$ cat config.mk
export PLATFORM = sky130hd
export DESIGN_NAME = seg7_scan_driver
export DESIGN_NICKNAME = d
export VERILOG_FILES = /design/src/rtl/seg7_pkg.sv /design/src/rtl/hex_to_seg7.sv /design/src/rtl/seg7_scan_driver.sv
export SDC_FILE = /design/constraint.sdc
export NUM_CORES = 1
export LEC_CHECK = 0
export ABC_CLOCK_PERIOD_IN_PS = 6200
export CAP_MARGIN = 40
export CORE_AREA = 2 2 105 107
export DETAILED_ROUTE_END_ITERATION = 10
export DIE_AREA = 0 0 107 109
export PLACE_DENSITY_LB_ADDON = 0.05
export RECOVER_POWER = 100
export SLEW_MARGIN = 20
export SYNTH_ARGS = -nofsm -noshare
export SYNTH_HDL_FRONTEND = slang
export SYNTH_SLANG_ARGS = --single-unit
$ cat constraint.sdc
create_clock -name clk -period 6.2 [get_ports clk]
set_input_delay 1.24 -clock clk [delete_from_list [all_inputs] [get_ports clk]]
set_output_delay 1.24 -clock clk [all_outputs]
set_load 0.02 [all_outputs]
$ cat src/rtl/seg7_pkg.sv
// ----------------------------------------------------------------------------
// Module  : seg7_pkg
// Brief   : Shared types and constants for the 8-digit seven-segment scanner.
// Revision: 1.0
// ----------------------------------------------------------------------------
`default_nettype none

package seg7_pkg;

  typedef enum logic [0:0] {
    ST_IDLE = 1'b0,
    ST_SCAN = 1'b1
  } state_t;

  localparam int NUM_DIGITS = 8;

  localparam logic [6:0] SEG_BLANK = 7'h7F;

  // Active-low a..g (bit6..bit0), entry 15 first so index n selects hex n.
  localparam logic [15:0][6:0] SEG_TABLE = {
    7'b0111000,  // F
    7'b0110000,  // E
    7'b1000010,  // d
    7'b0110001,  // C
    7'b1100000,  // b
    7'b0001000,  // A
    7'b0000100,  // 9
    7'b0000000,  // 8
    7'b0001111,  // 7
    7'b0100000,  // 6
    7'b0100100,  // 5
    7'b1001100,  // 4
    7'b0000110,  // 3
    7'b0010010,  // 2
    7'b1001111,  // 1
    7'b0000001   // 0
  };

endpackage

`default_nettype wire

$ cat src/rtl/hex_to_seg7.sv
// ----------------------------------------------------------------------------
// Module  : hex_to_seg7
// Brief   : Combinational hex nibble to active-low seven-segment decoder.
// Revision: 1.0
// ----------------------------------------------------------------------------
`default_nettype none

module hex_to_seg7
  import seg7_pkg::*;
(
  input  logic [3:0] nibble_i,
  output logic [6:0] seg_o
);

  assign seg_o = SEG_TABLE[nibble_i];

endmodule

`default_nettype wire

$ cat src/rtl/seg7_scan_driver.sv
// ----------------------------------------------------------------------------
// Module  : seg7_scan_driver
// Brief   : Time-multiplexed 8-digit hex display driver with frame-aligned
//           value updates and optional leading-zero blanking.
// Revision: 1.0
// ----------------------------------------------------------------------------
`default_nettype none

module seg7_scan_driver #(
  parameter int REFRESH_DIV = 100000,
  parameter int NUM_DIGITS  = seg7_pkg::NUM_DIGITS
) (
  input  logic        clk,
  input  logic        rst_n,
  input  logic        load_i,
  input  logic [31:0] data_in_i,
  input  logic        blank_lz_i,
  output logic [6:0]  out7_o,
  output logic [7:0]  en_out_o,
  output logic        pending_o,
  output logic        commit_o
);

  import seg7_pkg::*;

  localparam int               DIV_W      = $clog2(REFRESH_DIV);
  localparam logic [DIV_W-1:0] DIV_LAST   = DIV_W'(REFRESH_DIV - 1);
  localparam logic [2:0]       LAST_DIGIT = 3'(NUM_DIGITS - 1);

  state_t           state_q,   state_d;
  logic [DIV_W-1:0] div_q,     div_d;
  logic [2:0]       digit_q,   digit_d;
  logic [31:0]      shadow_q,  shadow_d;
  logic [31:0]      display_q, display_d;
  logic             pending_q, pending_d;
  logic             commit_q,  commit_d;
  logic [6:0]       out7_q,    out7_d;
  logic [7:0]       en_q,      en_d;

  logic             w_tick;
  logic [3:0]       w_nibble;
  logic [6:0]       w_seg;
  logic [31:0]      w_upper;
  logic             w_blank;

  assign w_tick   = (state_q == ST_SCAN) && (div_q == DIV_LAST);
  assign w_nibble = display_q[{digit_q, 2'b00} +: 4];
  // Nibbles at and above the current digit, shifted down; zero means a leading zero.
  assign w_upper  = display_q >> {digit_q, 2'b00};
  assign w_blank  = blank_lz_i && (digit_q != 3'd0) && (w_upper == 32'd0);

  hex_to_seg7 u_dec (
    .nibble_i (w_nibble),
    .seg_o    (w_seg)
  );

  always_comb begin
    state_d   = state_q;
    div_d     = div_q;
    digit_d   = digit_q;
    shadow_d  = shadow_q;
    display_d = display_q;
    pending_d = pending_q;
    commit_d  = 1'b0;
    out7_d    = SEG_BLANK;
    en_d      = 8'hFF;

    case (state_q)
      ST_IDLE: begin
        if (load_i) begin
          state_d   = ST_SCAN;
          shadow_d  = data_in_i;
          display_d = data_in_i;
          pending_d = 1'b0;
          commit_d  = 1'b1;
          div_d     = '0;
          digit_d   = 3'd0;
        end
      end
      ST_SCAN: begin
        if (w_tick) begin
          div_d   = '0;
          digit_d = (digit_q == LAST_DIGIT) ? 3'd0 : digit_q + 3'd1;
          if ((digit_q == LAST_DIGIT) && pending_q) begin
            display_d = shadow_q;
            pending_d = 1'b0;
            commit_d  = 1'b1;
          end
        end else begin
          div_d = div_q + DIV_W'(1);
        end
        // A load on the boundary cycle re-arms pending after the old shadow moves out.
        if (load_i) begin
          shadow_d  = data_in_i;
          pending_d = 1'b1;
        end
        en_d   = ~(8'b1 << digit_q);
        out7_d = w_blank ? SEG_BLANK : w_seg;
      end
      default: begin
        state_d = ST_IDLE;
      end
    endcase
  end

  always_ff @(posedge clk or negedge rst_n) begin
    if (!rst_n) begin
      state_q   <= ST_IDLE;
      div_q     <= '0;
      digit_q   <= 3'd0;
      shadow_q  <= 32'd0;
      display_q <= 32'd0;
      pending_q <= 1'b0;
      commit_q  <= 1'b0;
      out7_q    <= SEG_BLANK;
      en_q      <= 8'hFF;
    end else begin
      state_q   <= state_d;
      div_q     <= div_d;
      digit_q   <= digit_d;
      shadow_q  <= shadow_d;
      display_q <= display_d;
      pending_q <= pending_d;
      commit_q  <= commit_d;
      out7_q    <= out7_d;
      en_q      <= en_d;
    end
  end

  assign out7_o    = out7_q;
  assign en_out_o  = en_q;
  assign pending_o = pending_q;
  assign commit_o  = commit_q;

endmodule

`default_nettype wire
==> results.tsv <==
metric	value	unit
outcome	complete, but fails checks	
failing checks	max-capacitance violations, max-slew violations	
DP HPWL	7342	um
total track usage	0.1916	
largest net degree at the start of global routing	67	
Startpoint Class	flip-flop	
Longest Clk Path Bufs	2	
commonest cells in the netlist	dfrtp_1 (87), nand2_1 (70), o21ai_0 (55)	
cts bufs inserted	9	
met2 WL	5153	um
Crit path arrival time	4060	ps
Final Wtd Congestion	0.9011	
sequential-to-total area share from yosys stat	0.4995	
Post-synth EDFFs	0	
Post-DRT Antenna Nets	0	
total number of vias	3684	
cells along the critical path	clkbuf_1 -> mux4_2 -> mux2_1 -> inv_1 -> ha_1 -> nand2_1 -> a21oi_1 -> nand4_1 -> a22o_1 -> o311ai_0	
top cell type by total area after synthesis	dfrtp_1	
post-synth net total	525	
P_leak	2.614	nW
CP Capture Type	flip-flop	
max frequency	262.2	MHz
Die Width	107	um
total routed wirelength	10330	um
starting density of the core	0.4855	
Setup Fix Bufs, Post-CTS	0	
max_slew headroom	-0.4699	
Yosys warnings	0	
Mapped Area	5147	sq um
Sink Count	102	
CTS tree	done	
Final setup viols	0	
share of cells above drive strength 1	0.1467	
Slew Viols, Final	100	
initial antenna violation count	0	
Final Util	0.5607	
placed inst area	5747	sq um
final worst-path cycle share	0.6152	
met3 wire len	502	um
slowest stage cell, crit path	clkbuf_1	
Seq cells post-synth	102	
WL per Instance	15.53	um
largest cells by area after synthesis	dfrtp_1 (42%), dfstp_2 (7.7%), mux2i_1 (7.6%), mux2_2 (7.4%), o21ai_0 (5.3%)	
Die Ht	109	um
fin nets	569	
max layer used	met4	
core region area	10600	sq um
Reg clk slew, reported paths	100	ps
# diodes	0	
final hold viol count	0	
Worst Path Buf+Inv	2	
die area	11660	sq um
Clock Latency Late Sink	380	ps
# IOs	53	
area delta synth->final	15.48	%
# DRC	0	
TNS Setup	0	ps
Synth Area per Inst	10.81	sq um
worst slew pin tran	2205	ps
Power, Total	1.706	mW
Synth async-reset ratio	1.000	
Max Cap Viol	3	
Yosys cell types	47	
critical path class	flip-flop to flip-flop	
Row Count	38	
slowest stage delay, CP	890	ps
Hold/Removal Path Class	flip-flop to flip-flop	
most common cell in the netlist	dfrtp_1	
global-route wire length before repair	17470	um
peak supply drop	0.1953	mV
Clock Skew	15.70	ps
vias in the first global route	3547	
first-iteration detailed-routing DRC count	315	
clock root cell	clkbuf_8	
worst path required time	6440	ps
CP Max Fanout	23	
count of input and output buffers	52	
GRT overflow	0	
detail-routed via count per cell	5.540	
RSZ-0062 raised after global routing	false	
Post-Layout Inst Area	5944	sq um
Power Density	287.1	nW/um^2
post-layout min period	3814	ps
predominant post-synthesis flop cell	dfrtp_1	
met1 WL	4617	um
Gates resized, CTS repair	0	
Hold-fix buffers, CTS	0	
synthesized instance count	476	
DRT Pass-1 Iters	4	
Yosys top cell area share	0.4229	
htree depth	3	
Top delay family on crit path	buffers and inverters	
cell families (layout without fill, tap and decap cells):
| logic type | count (synthesis) | count (layout) | share of synthesized area |
|---|---|---|---|
| simple gates | 143 | 143 | 0.1300 |
| flops | 102 | 102 | 0.4995 |
| compound gates | 99 | 99 | 0.1159 |
| mux | 80 | 80 | 0.1808 |
| buf+inv | 35 | 84 | 0.03524 |
| fa+ha+maj | 13 | 13 | 0.03160 |
| xor+xnor | 4 | 4 | 0.006807 |
sequential cells by signal (all words and copies together) (netlist names):
name	cells
out7_o	7
en_out_o	8
shadow_q	32
pending_o	1
commit_o	1
display_q	32
div_q	17
state_q	1
digit_q	3
worst register-to-register path, cell delays in order, from the launching register on:
cell and delay (ps):
dfrtp_1 540, clkbuf_1 890, mux4_2 650, mux2_1 390, inv_1 190, ha_1 240, nand2_1 80, a21oi_1 120
nand4_1 100, a22o_1 340, o311ai_0 160
through the flow:
step | std cells | hold slack [ps] | worst slack [ps]
CTS | 663 | 500.7 | 3077
global route | 665 | 517.4 | 2074
finish | 665 | 495.7 | 2386
detailed placement | 647 | 478.5 | 2973
global placement | 646 | 468.6 | 3044
floorplan | 476 | 444.4 | 3773
cell type report:
type | count | area (sq um)
clock buffer | 10 | 127.6
inverter | 8 | 30.03
timing repair buffer | 60 | 575.6
tap | 140 | 175.2
sequential | 102 | 2571
multi-input combinational | 339 | 2395
fill | 941 | 4658
clock inverter | 6 | 70.07
final timing paths:
| path | from | to | slack [ps] | cells after the start |
|---|---|---|---|---|
| setup reg to reg | digit_q[0] | out7_o[4] | 2390 | 10 |
| min in group asynchronous | rst_n | div_q[13] | 1500 | 1 |
| hold / removal | display_q[3] | display_q[3] | 500 | 2 |
| hold reg to reg | display_q[3] | display_q[3] | 500 | 2 |
| max in group asynchronous | rst_n | display_q[7] | 3300 | 3 |
| setup / recovery | digit_q[0] | out7_o[4] | 2390 | 10 |
metal layers:
metal  track usage  vias to the layer above
met1        0.2558                     1792
li1              -                     1795
met5             0                        -
met2        0.3162                       93
met4       0.06030                        0
met3       0.04005                        4
layout by cell type (no fill, tap or decap), types with 8 or more instances in the layout:
cell type | synthesis | layout
dfrtp_1 | 87 | 87
nand2_1 | 70 | 70
o21ai_0 | 55 | 63
mux2i_1 | 39 | 39
mux2_2 | 34 | 33
clkdlybuf4s50_1 | 0 | 33
nor2_1 | 18 | 18
dlygate4sd3_1 | 0 | 18
dfstp_2 | 15 | 15
ha_1 | 13 | 13
nand3_1 | 12 | 12
clkbuf_8 | 0 | 9
nor3_1 | 7 | 8
where the power goes:
part	switching (mW)	leakage [nW]	total (mW)	internal, mW
sequential	0.0970	1.21	0.884	0.787
combinational	0.211	1.31	0.403	0.192
clock	0.231	0.0895	0.420	0.189
(Power assumes the default switching activity.)
